==> src/rtl/ahb3_master.sv <==
// AHB-Lite initiator: turns a command/response front end into pipelined SINGLE/INCR transfers.
// Optional build macro AHB3_MASTER_ERR_ABORT_EN cancels the rest of a burst on the first ERROR cycle.
module ahb3_master #(
   parameter int ADDR_W = 32,
   parameter int DATA_W = 32,
   parameter int LEN_W  = 4
) (
   input  logic              hclk,
   input  logic              hrst,
   input  logic              cmd_valid,
   output logic              cmd_ready,
   input  logic              cmd_write,
   input  logic [ADDR_W-1:0] cmd_addr,
   input  logic [2:0]        cmd_size,
   input  logic [LEN_W-1:0]  cmd_len,
   input  logic [DATA_W-1:0] wr_data,
   output logic              wr_ready,
   output logic              rsp_valid,
   output logic [DATA_W-1:0] rsp_rdata,
   output logic              rsp_err,
   output logic              rsp_last,
   output logic              hsel,
   output logic [ADDR_W-1:0] haddr,
   output logic              hwrite,
   output logic [2:0]        hsize,
   output logic [2:0]        hburst,
   output logic [3:0]        hprot,
   output logic [1:0]        htrans,
   output logic              hmastlock,
   output logic [DATA_W-1:0] hwdata,
   input  logic [DATA_W-1:0] hrdata,
   input  logic              hready,
   input  logic              hresp
);

   typedef enum logic [1:0] {ST_IDLE, ST_ADDR, ST_DATA} state_t;

   localparam logic [1:0] HT_IDLE   = 2'b00;
   localparam logic [1:0] HT_NONSEQ = 2'b10;
   localparam logic [1:0] HT_SEQ    = 2'b11;
   localparam logic [2:0] MAX_SIZE  = 3'($clog2(DATA_W/8));

   state_t              state_q, state_d;
   logic [ADDR_W-1:0]   haddr_q, haddr_d;
   logic [1:0]          htrans_q, htrans_d;
   logic                hwrite_q, hwrite_d;
   logic [2:0]          hsize_q, hsize_d;
   logic [2:0]          hburst_q, hburst_d;
   logic [DATA_W-1:0]   hwdata_q, hwdata_d;
   logic                hsel_q, hsel_d;
   logic                cmd_ready_q, cmd_ready_d;
   logic [LEN_W-1:0]    beats_left_q, beats_left_d;
   logic                dp_valid_q, dp_valid_d;
   logic                dp_last_q, dp_last_d;
   logic                dp_write_q, dp_write_d;
   logic                rsp_valid_q, rsp_valid_d;
   logic [DATA_W-1:0]   rsp_rdata_q, rsp_rdata_d;
   logic                rsp_err_q, rsp_err_d;
   logic                rsp_last_q, rsp_last_d;
   logic [ADDR_W-1:0]   next_addr;
   logic                trans_act;

   assign trans_act = htrans_q[1];
   assign next_addr = haddr_q + (ADDR_W'(1) << hsize_q);

   always_comb begin
      state_d      = state_q;
      haddr_d      = haddr_q;
      htrans_d     = htrans_q;
      hwrite_d     = hwrite_q;
      hsize_d      = hsize_q;
      hburst_d     = hburst_q;
      hwdata_d     = hwdata_q;
      beats_left_d = beats_left_q;
      dp_valid_d   = dp_valid_q;
      dp_last_d    = dp_last_q;
      dp_write_d   = dp_write_q;
      rsp_valid_d  = 1'b0;
      rsp_rdata_d  = '0;
      rsp_err_d    = 1'b0;
      rsp_last_d   = 1'b0;

      case (state_q)
         ST_IDLE: begin
            if (cmd_valid && cmd_ready_q) begin
               state_d      = ST_ADDR;
               haddr_d      = cmd_addr;
               htrans_d     = HT_NONSEQ;
               hwrite_d     = cmd_write;
               hsize_d      = (cmd_size > MAX_SIZE) ? MAX_SIZE : cmd_size;
               hburst_d     = (cmd_len == '0) ? 3'b000 : 3'b001;
               beats_left_d = cmd_len;
            end
         end
         default: begin
            if (hready) begin
               if (dp_valid_q) begin
                  rsp_valid_d = 1'b1;
                  rsp_rdata_d = dp_write_q ? '0 : hrdata;
                  rsp_err_d   = hresp;
                  rsp_last_d  = dp_last_q;
               end
               dp_valid_d = trans_act;
               if (trans_act) begin
                  dp_last_d  = (beats_left_q == '0);
                  dp_write_d = hwrite_q;
                  if (hwrite_q) hwdata_d = wr_data;
                  if (beats_left_q != '0) begin
                     haddr_d      = next_addr;
                     // a burst may not cross a 1KB page, so restart it there
                     htrans_d     = (next_addr[ADDR_W-1:10] != haddr_q[ADDR_W-1:10]) ? HT_NONSEQ : HT_SEQ;
                     beats_left_d = beats_left_q - LEN_W'(1);
                  end else begin
                     htrans_d = HT_IDLE;
                     state_d  = ST_DATA;
                  end
               end else if (state_q == ST_DATA && dp_valid_q) begin
                  state_d = ST_IDLE;
               end
            end
`ifdef AHB3_MASTER_ERR_ABORT_EN
            else if (hresp && dp_valid_q) begin
               htrans_d     = HT_IDLE;
               beats_left_d = '0;
               dp_last_d    = 1'b1;
               state_d      = ST_DATA;
            end
`endif
         end
      endcase

      cmd_ready_d = (state_d == ST_IDLE);
      hsel_d      = htrans_d[1] | dp_valid_d;
   end

   always_ff @(posedge hclk) begin
      if (hrst) begin
         state_q      <= ST_IDLE;
         haddr_q      <= '0;
         htrans_q     <= HT_IDLE;
         hwrite_q     <= 1'b0;
         hsize_q      <= '0;
         hburst_q     <= '0;
         hwdata_q     <= '0;
         hsel_q       <= 1'b0;
         cmd_ready_q  <= 1'b0;
         beats_left_q <= '0;
         dp_valid_q   <= 1'b0;
         dp_last_q    <= 1'b0;
         dp_write_q   <= 1'b0;
         rsp_valid_q  <= 1'b0;
         rsp_rdata_q  <= '0;
         rsp_err_q    <= 1'b0;
         rsp_last_q   <= 1'b0;
      end else begin
         state_q      <= state_d;
         haddr_q      <= haddr_d;
         htrans_q     <= htrans_d;
         hwrite_q     <= hwrite_d;
         hsize_q      <= hsize_d;
         hburst_q     <= hburst_d;
         hwdata_q     <= hwdata_d;
         hsel_q       <= hsel_d;
         cmd_ready_q  <= cmd_ready_d;
         beats_left_q <= beats_left_d;
         dp_valid_q   <= dp_valid_d;
         dp_last_q    <= dp_last_d;
         dp_write_q   <= dp_write_d;
         rsp_valid_q  <= rsp_valid_d;
         rsp_rdata_q  <= rsp_rdata_d;
         rsp_err_q    <= rsp_err_d;
         rsp_last_q   <= rsp_last_d;
      end
   end

   // the write beat is popped only on the edge that accepts its address phase
   assign wr_ready  = trans_act & hwrite_q & hready;
   assign cmd_ready = cmd_ready_q;
   assign rsp_valid = rsp_valid_q;
   assign rsp_rdata = rsp_rdata_q;
   assign rsp_err   = rsp_err_q;
   assign rsp_last  = rsp_last_q;
   assign hsel      = hsel_q;
   assign haddr     = haddr_q;
   assign hwrite    = hwrite_q;
   assign hsize     = hsize_q;
   assign hburst    = hburst_q;
   assign hprot     = 4'b0011;
   assign htrans    = htrans_q;
   assign hmastlock = 1'b0;
   assign hwdata    = hwdata_q;

endmodule
==> config.mk <==
export PLATFORM = sky130hd
export DESIGN_NAME = ahb3_master
export DESIGN_NICKNAME = d
export VERILOG_FILES = /design/src/rtl/ahb3_master.sv
export SDC_FILE = /design/constraint.sdc
export NUM_CORES = 1
export LEC_CHECK = 0
export BUFFER_PORTS_ARGS = -buffer_cell sky130_fd_sc_hd__buf_4
export CORE_MARGIN = 1
export CORE_UTILIZATION = 40
export CTS_CLUSTER_SIZE = 25
export DETAILED_ROUTE_END_ITERATION = 16
export PLACE_DENSITY = 0.69
export SYNTH_ARGS = -nofsm -noshare
export SYNTH_HDL_FRONTEND = slang
export SYNTH_SLANG_ARGS = --single-unit
==> constraint.sdc <==
create_clock -name hclk -period 3.1 [get_ports hclk]
set_input_delay 0.62 -clock hclk [delete_from_list [all_inputs] [get_ports hclk]]
set_output_delay 0.62 -clock hclk [all_outputs]
set_load 0.02 [all_outputs]
==> flow_summary.ini <==
[place]
placement.cell_area_sq_um = 6990
placed_cells = 986
dp_hpwl_um = 11300
port_buffers = 217
place_congestion = 0.918

[drt]
drtIter0Drc = 376
vias = 5368
drt-total-wl_um = 15900
dr.pass1.iters = 8
detail_route.vias_per_cell = 5.29
drc = 0
antenna_left = 0
wl_per_cell_um = 15.6

[floorplanning]
total_die_area_sq_um = 13600
row_count = 41
io_pins = 225
die-height_um = 116
core_region_area_sq_um = 12700
fp.dieW_um = 116
initial_core_util_pct = 41.2

[timing]
timing.slew.headroom_pct = 41.9
worst-slew-pin-transition_ns = 0.871
setup_viol_count_final = 0
rsz_0062_raised_after_global_routing = no
drv_slew = 0
finalCritPeriodShare_pct = 89.5
timing.setup.tns_ns = 0
skew_ns = 0.00965
post_route_minimum_period_ns = 2.77
final-hold-violation-count = 0
fin_worst_hold_slack_ns = 0.414
max_clock_freq_mhz = 360

[cells_and_area]
final-instance-count-excl-fill = 1015
n_antenna_cell = 0
stdcell_area_sq_um = 7630
layout-drive-gt1-share_pct = 31.8
synthToLayoutAreaGrowth_pct = 45.5
finalNetCount = 952

[min_path]
hold_class = in -> reg
hold_worst_path_end = rsp_rdata[15]$_SDFF_PP0_
min_delay_path_depth = 2
hold_start = hrdata[15]

[logic_synthesis]
synth.area.top_cells = sky130_fd_sc_hd__dfxtp_1 (45%), sky130_fd_sc_hd__nand2_1 (8.3%), sky130_fd_sc_hd__a21oi_1 (5.8%)
asyncSetResetFlopFracSynth_pct = 0
ys_flop_type = sky130_fd_sc_hd__dfxtp_1
sequential_to_total_area_share_from_yosys_stat_pct = 44.7
post_synth_instance_area_sq_um = 5240
syn_area_per_cell_sq_um = 8.33
yosys_register_bits = 117
synth.largest_area_cell = sky130_fd_sc_hd__dfxtp_1
synth.distinct_cells = 63
count_of_synthesis_stage_warnings_from_yosys = 0
synthDominantCellAreaShare_pct = 44.7
synth_enable_flop_cells = 0
netlist_instances = 629

[worst_setup_path]
critical_path.startpoint_type = flop
timing.rr.end = haddr[17]$_SDFFE_PP0P_
reg2reg_slack_ns = 0.33
critical_path_class = reg -> reg
timing.critical_path.arrival_ns = 3.09
critical_path_required_ns = 3.41
timing.rr.start = hsize[0]$_SDFFE_PP0P_
crit_path_max_fanout = 17
r2r_worst_path_depth = 8
cp-end-kind = flop

[outcome]
status = completed

[cts]
cts_buffer_depth = 2
clock-root-buffer = sky130_fd_sc_hd__clkbuf_16
post_cts.repair.setup_buffers = 0
cts_resized = 0
clkSlewWorstSetupHoldPaths_ns = 0.05
cts-htree-levels = 4
clock_tree_from_tritoncts = built
clock_latency_ns = 0.40
numClockSinks = 117
cts_inserted_buffers = 17
cts-hold-fix-buffers = 0

[global_routing]
grt_first_pass_wirelength_um = 24500
antenna_found_initial = 0
pin_count_of_the_biggest_net_entering_global_routing = 83
first_global_vias = 4945
track_usage_pct = 23.4
grt_overflow = 0

[power_and_ir_drop]
power_density_nw_per_um2 = 551
total_leakage_power_nw = 3.27
final_power_mw = 4.20
vdd.ir_drop.worst_mv = 0.339

[run]
max_cap_violation_count = 0
## through the flow
step / setup slack (ns) / util (%)
6_report: 0.326 / 60.0
5_1_grt: 0.0806 / 60.0
4_1_cts: 0.300 / 60.0
3_5_place_dp: 0.334 / 55.0
3_3_place_gp: 0.522 / 55.0
2_1_floorplan: 0.486 / -
## worst max-delay path: stages (launching register included)
cell and delay (ns):
sky130_fd_sc_hd__dfxtp_1 0.47, sky130_fd_sc_hd__nor3b_1 0.43, sky130_fd_sc_hd__ha_1 0.26, sky130_fd_sc_hd__a211oi_1 0.09, sky130_fd_sc_hd__nor3_1 0.47, sky130_fd_sc_hd__nor2_1 0.09
sky130_fd_sc_hd__buf_4 0.21, sky130_fd_sc_hd__or4_1 0.47, sky130_fd_sc_hd__a31oi_1 0.18
## power by group
part | switching [mW] | internal, mW | leakage (nW) | total (mW)
clock network | 0.669 | 1.45 | 0.312 | 2.12
logic | 0.246 | 0.222 | 2.01 | 0.468
registers | 0.0604 | 1.55 | 0.947 | 1.61
## cell usage in the layout (no fill, tap or decap), types with 4 or more instances in the layout
cell	count
sky130_fd_sc_hd__nand4_1	9
sky130_fd_sc_hd__nor3_1	12
sky130_fd_sc_hd__and3_1	12
sky130_fd_sc_hd__a311oi_1	5
sky130_fd_sc_hd__inv_1	6
sky130_fd_sc_hd__dfxtp_1	117
sky130_fd_sc_hd__buf_4	229
sky130_fd_sc_hd__nand3b_1	4
sky130_fd_sc_hd__and2_1	40
sky130_fd_sc_hd__nand3_1	12
sky130_fd_sc_hd__o21ai_0	11
sky130_fd_sc_hd__nor2_1	36
sky130_fd_sc_hd__conb_1	7
sky130_fd_sc_hd__a21oi_1	61
sky130_fd_sc_hd__a211oi_1	11
sky130_fd_sc_hd__or4_1	10
sky130_fd_sc_hd__clkbuf_16	17
sky130_fd_sc_hd__nor3b_1	6
sky130_fd_sc_hd__a31oi_1	16
sky130_fd_sc_hd__bufinv_16	5
sky130_fd_sc_hd__nand2_1	116
sky130_fd_sc_hd__o211ai_1	21
sky130_fd_sc_hd__ha_1	9
## final cells by class
type | instances | area (sq um)
Fill cell | 1148 | 5090
Multi-Input combinational cell | 462 | 2700
Sequential cell | 117 | 2340
Timing Repair Buffer | 229 | 1720
Clock buffer | 20 | 457
Tap cell | 172 | 215
Clock inverter | 9 | 178
Inverter | 6 | 22.5
## worst max path at each step
stage                          startpoint                endpoint  slack, ns  cells after the start
finish              hsize[0]$_SDFFE_PP0P_  haddr[17]$_SDFFE_PP0P_       0.33                      8
detailed placement  hsize[0]$_SDFFE_PP0P_  haddr[28]$_SDFFE_PP0P_       0.33                      7
floorplan           hsize[0]$_SDFFE_PP0P_  haddr[24]$_SDFFE_PP0P_       0.49                      9
global route        hsize[0]$_SDFFE_PP0P_  haddr[28]$_SDFFE_PP0P_       0.08                      7
global placement    hsize[2]$_SDFFE_PP0P_  haddr[24]$_SDFFE_PP0P_       0.52                      8
CTS                 hsize[0]$_SDFFE_PP0P_  haddr[28]$_SDFFE_PP0P_       0.30                      7
## kinds of logic after synthesis
group / count (synthesis) / share of synthesized area, %
AND/OR/NAND/NOR: 280 / 27.3
adder cells (fa/ha/maj): 10 / 2.53
other: 2 / 0.143
XOR/XNOR: 4 / 0.668
multiplexers: 3 / 0.573
buffers and inverters: 55 / 4.68
flip-flops: 117 / 44.7
AO/OA/AOI/OAI: 158 / 19.5
## sequential cells by signal, summed over array words and instances (netlist names)
register and count:
cmd_ready 1, rsp_rdata 32, hsize 3, rsp_valid 1, dp_write_q 1, hwrite 1
dp_last_q 1, rsp_err 1, hsel 1, beats_left_q 4, hwdata 32, state_q 2
haddr 32, dp_valid_q 1, hburst 1, rsp_last 1, htrans 2
## synthesized netlist by cell type, types with 10 or more instances
library cell,count
sky130_fd_sc_hd__nor3_1,12
sky130_fd_sc_hd__o211ai_1,21
sky130_fd_sc_hd__a21oi_1,61
sky130_fd_sc_hd__nor2_1,37
sky130_fd_sc_hd__nand2_1,116
sky130_fd_sc_hd__a211oi_1,11
sky130_fd_sc_hd__and2_1,40
sky130_fd_sc_hd__or4_1,10
sky130_fd_sc_hd__o21ai_0,12
sky130_fd_sc_hd__dfxtp_1,117
sky130_fd_sc_hd__nand3_1,12
sky130_fd_sc_hd__clkbuf_1,30
sky130_fd_sc_hd__a31oi_1,16
sky130_fd_sc_hd__and3_1,12
## layer usage
| metal | global-route usage, % | vias to the layer above | routed length (um) |
|---|---|---|---|
| li1 | - | 2650 | - |
| met1 | 29.4 | 2491 | 6780 |
| met2 | 37.8 | 192 | 7820 |
| met3 | 5.09 | 35 | 801 |
| met4 | 11.5 | 0 | 452 |
| met5 | 0 | - | 0 |
(Power assumes the default switching activity.)
